`config.mk`:
```
export PLATFORM = sky130hd
export DESIGN_NAME = stage_ex_mc
export DESIGN_NICKNAME = d
export VERILOG_FILES = /design/src/rtl/stage_ex_mc_pkg.sv /design/src/rtl/stage_ex_mc_mul_iter.sv /design/src/rtl/stage_ex_mc.sv
export SDC_FILE = /design/constraint.sdc
export NUM_CORES = 1
export LEC_CHECK = 0
export ABC_CLOCK_PERIOD_IN_PS = 3100
export CORE_MARGIN = 2
export CORE_UTILIZATION = 50
export CTS_CLUSTER_DIAMETER = 40
export DETAILED_ROUTE_END_ITERATION = 10
export DONT_BUFFER_PORTS = 1
export GPL_TIMING_DRIVEN = 0
export HOLD_SLACK_MARGIN = 0.02
export PLACE_DENSITY = 0.76
export SYNTH_ARGS = -nofsm -noshare
export SYNTH_HDL_FRONTEND = slang
export SYNTH_SLANG_ARGS = --single-unit
```
`constraint.sdc`:
```
create_clock -name clk -period 3.1 [get_ports clk]
set_input_delay 0 -clock clk [delete_from_list [all_inputs] [get_ports clk]]
set_output_delay 0 -clock clk [all_outputs]
set_load 0.02 [all_outputs]
```
`src/rtl/stage_ex_mc_pkg.sv`:
```
// Shared types for the LC-3b style execute stage.
// Holds the execute-op / ALU-op / operand-select encodings, the control
// bundle handed over by the ID/EX register, and the stage FSM encoding.
// No ports: this file is imported by the execute stage and its multiplier.

package stage_ex_mc_pkg;

   // Width of the instruction word the immediate fields are cut from.
   localparam int IR_W = 16;

   typedef enum logic [1:0] {
      EX_ALU = 2'd0,
      EX_PC  = 2'd1,
      EX_MUL = 2'd2
   } lc3b_ex_op_t;

   typedef enum logic [2:0] {
      ALU_ADD   = 3'd0,
      ALU_AND   = 3'd1,
      ALU_NOT   = 3'd2,
      ALU_PASSB = 3'd3,
      ALU_SLL   = 3'd4,
      ALU_SRL   = 3'd5,
      ALU_SRA   = 3'd6
   } lc3b_alu_op_t;

   typedef enum logic [2:0] {
      B_SR2   = 3'd0,
      B_IMM5  = 3'd1,
      B_IMM4  = 3'd2,
      B_OFF6  = 3'd3,
      B_OFF6W = 3'd4
   } lc3b_alu_b_sel_t;

   typedef enum logic {
      PCA_OFF9  = 1'b0,
      PCA_OFF11 = 1'b1
   } lc3b_pc_adder_sel_t;

   typedef struct packed {
      lc3b_ex_op_t        ex_op;
      lc3b_alu_op_t       alu_op;
      lc3b_alu_b_sel_t    alu_b_sel;
      lc3b_pc_adder_sel_t pc_adder_sel;
   } lc3b_ex_ctrl_t;

   typedef enum logic [1:0] {
      IDLE = 2'd0,
      MUL  = 2'd1,
      DONE = 2'd2
   } lc3b_ex_state_t;

endpackage

```
`src/rtl/stage_ex_mc_mul_iter.sv`:
```
// Iterative shift-and-add multiplier, MUL_BITS multiplier bits per cycle.
// Ports:
//   clk, rst_n   clock / asynchronous active-low reset
//   start        load operands, clear accumulator, arm the step counter
//   a, b         multiplicand / multiplier, sampled only on start
//   done         high during the cycle whose edge retires the final step
//   product      accumulator = low WIDTH bits of a*b once the last step retired
// The caller owns sequencing; this block only counts its steps down to zero
// and then sits idle until the next start.

module mul_iter
   import stage_ex_mc_pkg::*;
#(
   parameter int WIDTH    = 16,
   parameter int MUL_BITS = 1
) (
   input  logic             clk,
   input  logic             rst_n,
   input  logic             start,
   input  logic [WIDTH-1:0] a,
   input  logic [WIDTH-1:0] b,
   output logic             done,
   output logic [WIDTH-1:0] product
);

   localparam int STEPS = WIDTH / MUL_BITS;
   localparam int CNT_W = $clog2(STEPS + 1);

   logic [WIDTH-1:0] a_q, a_d;
   logic [WIDTH-1:0] b_q, b_d;
   logic [WIDTH-1:0] acc_q, acc_d;
   logic [CNT_W-1:0] cnt_q, cnt_d;
   logic [WIDTH-1:0] partial;

   // The multiplicand is pre-shifted each step instead of shifting the
   // partial product, so the running shift amount never has to be stored.
   always_comb begin
      partial = '0;
      for (int j = 0; j < MUL_BITS; j++) begin
         if (b_q[j]) begin
            partial = partial + (a_q << j);
         end
      end
   end

   // Start always wins so a new multiply can abandon a flushed one that is
   // still counting down.
   always_comb begin
      a_d   = a_q;
      b_d   = b_q;
      acc_d = acc_q;
      cnt_d = cnt_q;
      if (start) begin
         a_d   = a;
         b_d   = b;
         acc_d = '0;
         cnt_d = CNT_W'(STEPS);
      end else if (cnt_q != '0) begin
         acc_d = acc_q + partial;
         a_d   = a_q << MUL_BITS;
         b_d   = b_q >> MUL_BITS;
         cnt_d = cnt_q - CNT_W'(1);
      end
   end

   always_ff @(posedge clk or negedge rst_n) begin
      if (!rst_n) begin
         a_q   <= '0;
         b_q   <= '0;
         acc_q <= '0;
         cnt_q <= '0;
      end else begin
         a_q   <= a_d;
         b_q   <= b_d;
         acc_q <= acc_d;
         cnt_q <= cnt_d;
      end
   end

   assign done    = (cnt_q == CNT_W'(1));
   assign product = acc_q;

endmodule

```
`src/rtl/stage_ex_mc.sv`:
```
// Execute stage with EX/MEM output register and an iterative multiplier.
// Ports:
//   clk, rst_n             clock / asynchronous active-low reset
//   valid_in               ID/EX holds a valid instruction
//   flush                  squash in-flight MUL and the output register
//   stall_in               MEM cannot accept; output register holds
//   ctrl                   ex_op / alu_op / alu_b_sel / pc_adder_sel
//   ir                     instruction word (immediate / offset fields)
//   pc                     incremented PC
//   sr1, sr2               register file operands
//   fwd_a_sel, fwd_b_sel   forwarding selects (0 = register file)
//   fwd_data               forwarded values, slot i-1 holds select i
//   busy                   stage cannot accept this cycle
//   valid_out              output register holds a valid result
//   alu_out                ALU result, PC (EX_PC ops) or MUL low word
//   pcn_out                PC + offset9/offset11 (non-MUL ops)
//   sr2_out                forwarded operand B, used as store data
// MUL ops leave pcn_out/sr2_out at their previous values.

module stage_ex_mc
   import stage_ex_mc_pkg::*;
#(
   parameter int WIDTH    = 16,
   parameter int NUM_FWD  = 3,
   parameter int MUL_BITS = 1
) (
   input  logic                         clk,
   input  logic                         rst_n,
   input  logic                         valid_in,
   input  logic                         flush,
   input  logic                         stall_in,
   input  lc3b_ex_ctrl_t                ctrl,
   input  logic [IR_W-1:0]              ir,
   input  logic [WIDTH-1:0]             pc,
   input  logic [WIDTH-1:0]             sr1,
   input  logic [WIDTH-1:0]             sr2,
   input  logic [$clog2(NUM_FWD)-1:0]   fwd_a_sel,
   input  logic [$clog2(NUM_FWD)-1:0]   fwd_b_sel,
   input  logic [(NUM_FWD-1)*WIDTH-1:0] fwd_data,
   output logic                         busy,
   output logic                         valid_out,
   output logic [WIDTH-1:0]             alu_out,
   output logic [WIDTH-1:0]             pcn_out,
   output logic [WIDTH-1:0]             sr2_out
);

   localparam int SEL_W = $clog2(NUM_FWD);

   lc3b_ex_state_t   state_q, state_d;
   logic             valid_q, valid_d;
   logic [WIDTH-1:0] alu_out_q, alu_out_d;
   logic [WIDTH-1:0] pcn_q, pcn_d;
   logic [WIDTH-1:0] sr2_q, sr2_d;

   logic [WIDTH-1:0] opnd_a, opnd_b, alu_b, alu_res, pcn_sum;
   logic [WIDTH-1:0] imm4, imm5, off6, off6w, off9, off11;
   logic             mul_start, mul_done;
   logic [WIDTH-1:0] mul_product;
   logic             unused_ir_bits;

   // Select values beyond the last forwarding slot fall back to the
   // register file rather than reading past fwd_data.
   always_comb begin
      opnd_a = sr1;
      opnd_b = sr2;
      for (int i = 1; i < NUM_FWD; i++) begin
         if (fwd_a_sel == SEL_W'(i)) begin
            opnd_a = fwd_data[(i-1)*WIDTH +: WIDTH];
         end
         if (fwd_b_sel == SEL_W'(i)) begin
            opnd_b = fwd_data[(i-1)*WIDTH +: WIDTH];
         end
      end
   end

   // Word offsets are pre-doubled so the PC adder and address ALU see byte offsets.
   assign imm4  = {{(WIDTH-4){1'b0}},   ir[3:0]};
   assign imm5  = {{(WIDTH-5){ir[4]}},  ir[4:0]};
   assign off6  = {{(WIDTH-6){ir[5]}},  ir[5:0]};
   assign off6w = {{(WIDTH-7){ir[5]}},  ir[5:0],  1'b0};
   assign off9  = {{(WIDTH-10){ir[8]}}, ir[8:0],  1'b0};
   assign off11 = {{(WIDTH-12){ir[10]}}, ir[10:0], 1'b0};

   assign unused_ir_bits = ^ir[IR_W-1:11];

   assign pcn_sum = pc + ((ctrl.pc_adder_sel == PCA_OFF11) ? off11 : off9);

   // Shift ops use only the low four bits of operand B as the amount.
   always_comb begin
      alu_b = opnd_b;
      case (ctrl.alu_b_sel)
         B_IMM5:  alu_b = imm5;
         B_IMM4:  alu_b = imm4;
         B_OFF6:  alu_b = off6;
         B_OFF6W: alu_b = off6w;
         default: alu_b = opnd_b;
      endcase

      alu_res = '0;
      case (ctrl.alu_op)
         ALU_ADD:   alu_res = opnd_a + alu_b;
         ALU_AND:   alu_res = opnd_a & alu_b;
         ALU_NOT:   alu_res = ~opnd_a;
         ALU_PASSB: alu_res = alu_b;
         ALU_SLL:   alu_res = opnd_a << alu_b[3:0];
         ALU_SRL:   alu_res = opnd_a >> alu_b[3:0];
         ALU_SRA:   alu_res = $signed(opnd_a) >>> alu_b[3:0];
         default:   alu_res = '0;
      endcase
   end

   mul_iter #(
      .WIDTH    (WIDTH),
      .MUL_BITS (MUL_BITS)
   ) u_mul_iter (
      .clk     (clk),
      .rst_n   (rst_n),
      .start   (mul_start),
      .a       (opnd_a),
      .b       (opnd_b),
      .done    (mul_done),
      .product (mul_product)
   );

   // Flush beats stall, stall freezes the output register but lets a running
   // multiply keep stepping (it parks in DONE). Unstalled edges that produce
   // nothing clear valid_out. In IDLE with no stall busy is low, so valid_in
   // alone means accept.
   always_comb begin
      state_d   = state_q;
      valid_d   = valid_q;
      alu_out_d = alu_out_q;
      pcn_d     = pcn_q;
      sr2_d     = sr2_q;
      mul_start = 1'b0;
      if (flush) begin
         state_d = IDLE;
         valid_d = 1'b0;
      end else if (stall_in) begin
         if (state_q == MUL && mul_done) begin
            state_d = DONE;
         end
      end else begin
         case (state_q)
            IDLE: begin
               valid_d = 1'b0;
               if (valid_in) begin
                  if (ctrl.ex_op == EX_MUL) begin
                     mul_start = 1'b1;
                     state_d   = MUL;
                  end else begin
                     valid_d   = 1'b1;
                     alu_out_d = (ctrl.ex_op == EX_PC) ? pc : alu_res;
                     pcn_d     = pcn_sum;
                     sr2_d     = opnd_b;
                  end
               end
            end
            MUL: begin
               valid_d = 1'b0;
               if (mul_done) begin
                  state_d = DONE;
               end
            end
            DONE: begin
               valid_d   = 1'b1;
               alu_out_d = mul_product;
               state_d   = IDLE;
            end
            default: begin
               state_d = IDLE;
               valid_d = 1'b0;
            end
         endcase
      end
   end

   always_ff @(posedge clk or negedge rst_n) begin
      if (!rst_n) begin
         state_q   <= IDLE;
         valid_q   <= 1'b0;
         alu_out_q <= '0;
         pcn_q     <= '0;
         sr2_q     <= '0;
      end else begin
         state_q   <= state_d;
         valid_q   <= valid_d;
         alu_out_q <= alu_out_d;
         pcn_q     <= pcn_d;
         sr2_q     <= sr2_d;
      end
   end

   assign busy      = (state_q != IDLE) || (valid_q && stall_in);
   assign valid_out = valid_q;
   assign alu_out   = alu_out_q;
   assign pcn_out   = pcn_q;
   assign sr2_out   = sr2_q;

endmodule

```
# Word level (Yosys, flattened, before mapping)

Index checks and enable logic that the tools add are counted.

Memory bits (read-only): 0
Word-level logic and storage cells: 96
Bits in latches: 0
Memories kept: 0
Output and inout port bits: 50
Memory bits (writable): 0
Bits in registers: 104
Input bits: 114

Div/mod/pow operators: 0
Multiply operators: 0
$add $sub $neg: 4
Shifts and indexed selects: 3
Mux-type cells: 37
Reduce and logical (&&, ||, !) cells: 12
Bitwise logic cells: 5
Eq/ne operators: 26
$lt $le $gt $ge: 0

Operator list:

| cell               | count |
|---|---|
| $mux 16            | 15 |
| $pmux 16 s7        | 1 |
| $pmux 16 s4        | 1 |
| $add 16x16->16     | 3 |
| $pmux 16 s2        | 1 |
| $and 16x16->16     | 1 |
| $not 16->16        | 1 |
| $shl 16x4->16      | 1 |
| $shr 16x4->16      | 1 |
| $sshr 16x4->16     | 1 |
| $eq 3x2->1 const B | 4 |
| $eq 3x3->1 const B | 4 |
| $mux 2             | 6 |
| $ne 4x4->1 const B | 3 |
| $mux 5             | 2 |
| $reduce_and 5->1   | 2 |
| $mux 1             | 9 |
| $eq 2x1->1 const B | 4 |
| $eq 2x2->1 const B | 4 |
| $eq 3x1->1 const B | 2 |
| $ne 2x2->1 const B | 3 |
| $reduce_bool 2->1  | 3 |
| $eq 5x1->1 const B | 1 |
| $reduce_bool 5->1  | 1 |
| other kinds (10)   | 13 |

# Logic depth before layout (Yosys ltp)

Depth in word-level cells: 10
Depth in mapped cells: 19
Mapped depth without buffers: 14

# Modules after synthesis

From an unflattened synthesis, not the netlist that was laid out.

Cells, all modules: 1307
Area, all modules: 10442.5 um2

By module, submodules not included:

| module      | times used | seq. area each (um2) | area each (um2) | cells an instance |
|---|---|---|---|---|
| stage_ex_mc | 1          | 1276.2               | 7252.0          | 948 |
| mul_iter    | 1          | 1326.3               | 3190.6          | 359 |

# Worst setup path after synthesis

Ideal clock, no wire load.

Path kind: input to register
Start: in ctrl[2] in the netlist's numbering
End: reg alu_out_q[6], in the netlist alu_out[6]
Slack: -0.634 ns
Arrival: 3.611 ns
Library setup time: 0.123 ns
Buffers on the path: 5
Data required time: 2.977 ns
Cell stages on the path: 19
Path through: buf_4 or2_1 buf_6 or3_1 and3_1 buf_6 nor2_4 inv_2 buf_6 buf_4 fa_1 nand2b_1 a21oi_1 o21ai_0 nor2b_1 xnor2_1 mux4_2 a221o_1 o2bb2ai_1

Word-level cells in the longest chain between the ends: 8
Elaborated cells on any way between the ends: 15
Those cells by class: add/sub (1); eq/ne (4); shift (3); mux (6); bitwise (1)

RTL lines:

| what                                         | line               | source |
|---|---|---|
| start, declared                              | stage_ex_mc.sv:32  | `input lc3b_ex_ctrl_t ctrl,` |
| $eq 3x3->1, or another cell as far along     | stage_ex_mc.sv:91  | `case (ctrl.alu_b_sel)` |
| $pmux 16 s4 *                                | stage_ex_mc.sv:91  |  |
| $add 16x16->16, or another cell as far along | stage_ex_mc.sv:101 | `ALU_ADD: alu_res = opnd_a + alu_b;` |
| $pmux 16 s7 *                                | stage_ex_mc.sv:100 | `case (ctrl.alu_op)` |
| $mux 16 *                                    | stage_ex_mc.sv:153 | `alu_out_d = (ctrl.ex_op == EX_PC) ? pc : alu_res;` |
| $mux 16 *                                    | stage_ex_mc.sv:148 | `if (ctrl.ex_op == EX_MUL) begin` |
| $mux 16 *                                    | stage_ex_mc.sv:147 | `if (valid_in) begin` |
| $pmux 16 s2 *                                | stage_ex_mc.sv:144 | `case (state_q)` |
| end signal, assigned                         | stage_ex_mc.sv:188 | `alu_out_q <= alu_out_d;` |
| end, declared                                | stage_ex_mc.sv:51  | `logic [WIDTH-1:0] alu_out_q, alu_out_d;` |

Mark *: on every way between the ends. The rest lies on a longest branch, timed or not. The select of a mux whose other input is x is not followed.
A chain may end at the register's enable or synchronous reset.

# Worst setup path in the final report

Ends and elaborated chain as after synthesis.

==> results.tsv <==
stage	metric	value	unit
status	status	finished, violations left	
critical_path	CP max stage delay	490	ps
critical_path	startpoint types	input pin	
logic_synthesis	post-synth top area share	25.1	%
layout	commonest non-fill, non-tap cell in the layout	nand2_1	
logic_synthesis	synth unique cells	74	
power	clock network fraction of design power	16.4	%
clocking	CTS max path bufs	2	
layout	Core Util, Final	59.0	%
logic_synthesis	Post-Synthesis Cells	1314	
detailed_routing	DRT Pass-1 Iters	6	
logic_synthesis	syn nets	1480	
detailed_routing	routed vias	11500	
detailed_routing	Post-DRT Antenna Nets	0	
clocking	H-Tree Depth	3	
layout	Fill cells	1860	
timing	Final setup viols	1	
min_path	HP Class	in2reg	
timing	max frequency	0.321	GHz
grt	first-pass GRT wire length	64100	um
run	Max Cap Viol	0	
critical_path	Max Fanout on Critical Path	5	
layout	most frequent cells in the layout	178 x nand2_1, 105 x o21ai_0, 103 x mux2i_1, 103 x dfrtp_1, 101 x a21oi_1	
timing	Rel. slew slack	7.37	%
critical_path	crit path capture type	flop	
floorplanning	initial core utilization	51.0	%
floorplanning	die area	21900	um2
power	internal cell power	3.57	mW
timing	Final Cycle Share	100	%
critical_path	critical path, cell by cell	buf_12 -> or3_4 -> and2_4 -> buf_6 -> o21ai_4 -> ha_4 -> inv_4 -> fa_2 -> nand2b_4 -> a21oi_4 -> o21ai_2 -> nor2b_4 -> xnor2_1 -> mux4_2 -> a221o_1 -> o2bb2ai_1	
floorplanning	die height	148	um
detailed_routing	Vias/cell	6.94	
clocking	worst-skew pair later-pin latency	360	ps
layout	layout cells sized above 1	14.2	%
grt	initial antenna violation count	1	
logic_synthesis	Synth Area per Inst	7.88	um2
placement	dpl cell area	10700	um2
power	Peak VDD IR	0.283	mV
placement	GP Congestion	1.03	
logic_synthesis	Yosys reg bits	104	
grt	Total GRT Usage	38.4	%
grt	largest net degree at the start of global routing	105	
grt	vias in the first global route	10800	
timing	unrepaired setup endpoints after global routing	yes	
power	Switch Pwr	2.92	mW
floorplanning	Ports	164	
clocking	CTS sink count	104	
logic_synthesis	EDFF count, synth	0	
timing	final hold viol count	0	
timing	setup ws final	-10.9	ps
clocking	clk slew on worst S/H paths	70	ps
detailed_routing	final wirelength	42900	um
critical_path	WP buf/inv	3	
critical_path	FF-to-FF setup slack	150	ps
critical_path	worst setup path class	in2reg	
logic_synthesis	Area contributors post-synth	dfrtp_1 25%, mux2i_1 11%, nand2_1 6.5%, ha_1 5.9%, o21ai_0 5.8%	
clocking	CTS tree	built	
power	Pleak	5.08	nW
floorplanning	die width	148	um
clocking	clock root buffer	clkbuf_16	
critical_path	Worst EP arrival	3340	ps
floorplanning	core area	20300	um2
power	Sequential Power Share	36.0	%
logic_synthesis	Syn Std Cell Area	10400	um2
power	cell area power density	541	nW/um2
critical_path	Worst EP required	3330	ps
logic_synthesis	ys flop type	dfrtp_1	
critical_path	family with the most delay on the worst path	compound AO/OA/AOI/OAI gates	
timing	Least-Margin Pin Slew	1380	ps
placement	placed wire-length estimate	32500	um
layout	Layout area overhead	15.7	%
layout	fin area	12000	um2
power	Sw Ratio	45.0	%
placement	Port Buffers	0	
detailed_routing	Routed WL per cell	26.0	um
critical_path	critical path's slowest cell	mux4_2	
floorplanning	std cell rows	52	
logic_synthesis	Yosys Warn Count	0	
timing	minimum clock period	3110	ps
status	failing checks	setup timing	
logic_synthesis	sequential area share after synthesis	25.1	%
clocking	CTS buffer count	9	
timing	fin. max-slew vios	0	
grt	Remaining Overflow, GRT	0	
timing	Setup Skew	13.6	ps
timing	Total Neg Setup Slack	-10.9	ps
power	Logic pwr share	47.7	%
layout	Total Nets Final	1542	
timing	Hold Slack	27.1	ps
logic_synthesis	post-synthesis async set-or-reset flop share	100	%
logic_synthesis	Synth area leader	dfrtp_1	
detailed_routing	Iter 0 DRT Violations	1376	
detailed_routing	DRC Markers	0	
-- cell usage after synthesis, types with 6 or more instances --
cell       number
buf_6          10
inv_1          22
xnor2_1        19
o41ai_1         6
xor2_1         11
a21oi_1       103
dfrtp_1       104
o21ai_0       120
nor2_1         87
nor3_1         29
ha_1           49
and3_1         15
a211oi_1       23
nand2_1       178
o211ai_1       52
nand2b_1       13
o21bai_1        6
nor2b_1        14
buf_4           6
o221ai_1        9
mux2_2         23
nand4_1         9
o22ai_1         8
clkbuf_1       51
mux2i_1       118
and2_1         24
a21o_1         14
or3_1          11
a31oi_1        23
nand3_1        36
o2111ai_1       7
nor4_1          6
buf_2          15
or2_2           8
-- sequential cells by signal, indices dropped and copies added (netlist names) --
name and flops:
u_mul_iter.a_q 16, valid_out 1, sr2_out 16, alu_out 16, u_mul_iter.b_q 16, u_mul_iter.cnt_q 5, pcn_out 16, state_q 2
u_mul_iter.product 16
-- through the flow --
stage / instances / setup slack [ps] / power, mW
2_1_floorplan: 1314 / -372 / 4.22
3_3_place_gp: 1584 / -1660 / 4.95
3_5_place_dp: 1584 / -1570 / 5.00
4_1_cts: 1633 / -40.4 / 6.23
5_1_grt: 1649 / -56.4 / 6.84
6_report: 1650 / -10.9 / 6.49
-- worst reg2reg max path, delay by kind of cell (launching register included) --
family / cells / cell delay (ps)
adder cells (fa/ha/maj): 2 / 650
AO/OA/AOI/OAI: 7 / 1360
AND/OR/NAND/NOR: 1 / 180
XOR/XNOR: 1 / 160
flip-flops: 1 / 470
-- power by group through the flow --
stage	clock network [mW]	registers, mW	logic, mW
after global placement	0	2.33	2.61
after floorplan	0	2.20	2.02
after global routing	1.11	2.38	3.35
after detailed placement	0	2.34	2.66
after CTS	1.06	2.32	2.85
final	1.06	2.33	3.09
-- what timing repair did --
action,in CTS,in global routing
pin swaps,13,26
gates cloned,1,1
endpoints found under the hold margin,121,0
hold buffers,22,0
endpoints found under the setup margin,14,14
setup buffers,17,17
gates resized for setup,60,75
-- logic make-up after synthesis --
| group | share of synthesized area [%] |
|---|---|
| compound gates | 25.9 |
| xor+xnor | 2.77 |
| fa+ha+maj | 6.50 |
| buf+inv | 5.41 |
| flops | 25.1 |
| mux | 14.4 |
| simple gates | 19.9 |
-- cell type report --
class	count	area (um2)	share of cell area, %
Tap cell	270	338	2.82
Multi-Input combinational cell	1096	7630	63.7
Timing Repair Buffer	57	531	4.43
Antenna cell	1	2.50	0.0209
Clock buffer	9	225	1.88
Clock inverter	5	33.8	0.282
Timing Repair inverter	1	6.26	0.0522
Buffer	81	500	4.18
Inverter	26	111	0.930
Sequential cell	104	2600	21.7
-- worst paths after layout --
kind                                    start                     end  depth (start not counted)
max                                   ctrl[2]              alu_out[6]                         16
min                                     pc[3]              pcn_out[3]                          3
max in group asynchronous               rst_n       u_mul_iter.b_q[0]                          2
min reg2reg                u_mul_iter.b_q[15]      u_mul_iter.b_q[15]                          2
max reg2reg                 u_mul_iter.b_q[0]  u_mul_iter.product[14]                         11
min in group asynchronous               rst_n             pcn_out[13]                          2
-- routing by layer --
| layer | routed length (um) | GRT usage (%) |
|---|---|---|
| met1 | 16500 | 49.8 |
| met2 | 19000 | 60.6 |
| met3 | 4780 | 7.96 |
| met4 | 2660 | 20.1 |
| met5 | 13 | 0 |
Note: power is estimated with default switching activity, not from simulation.
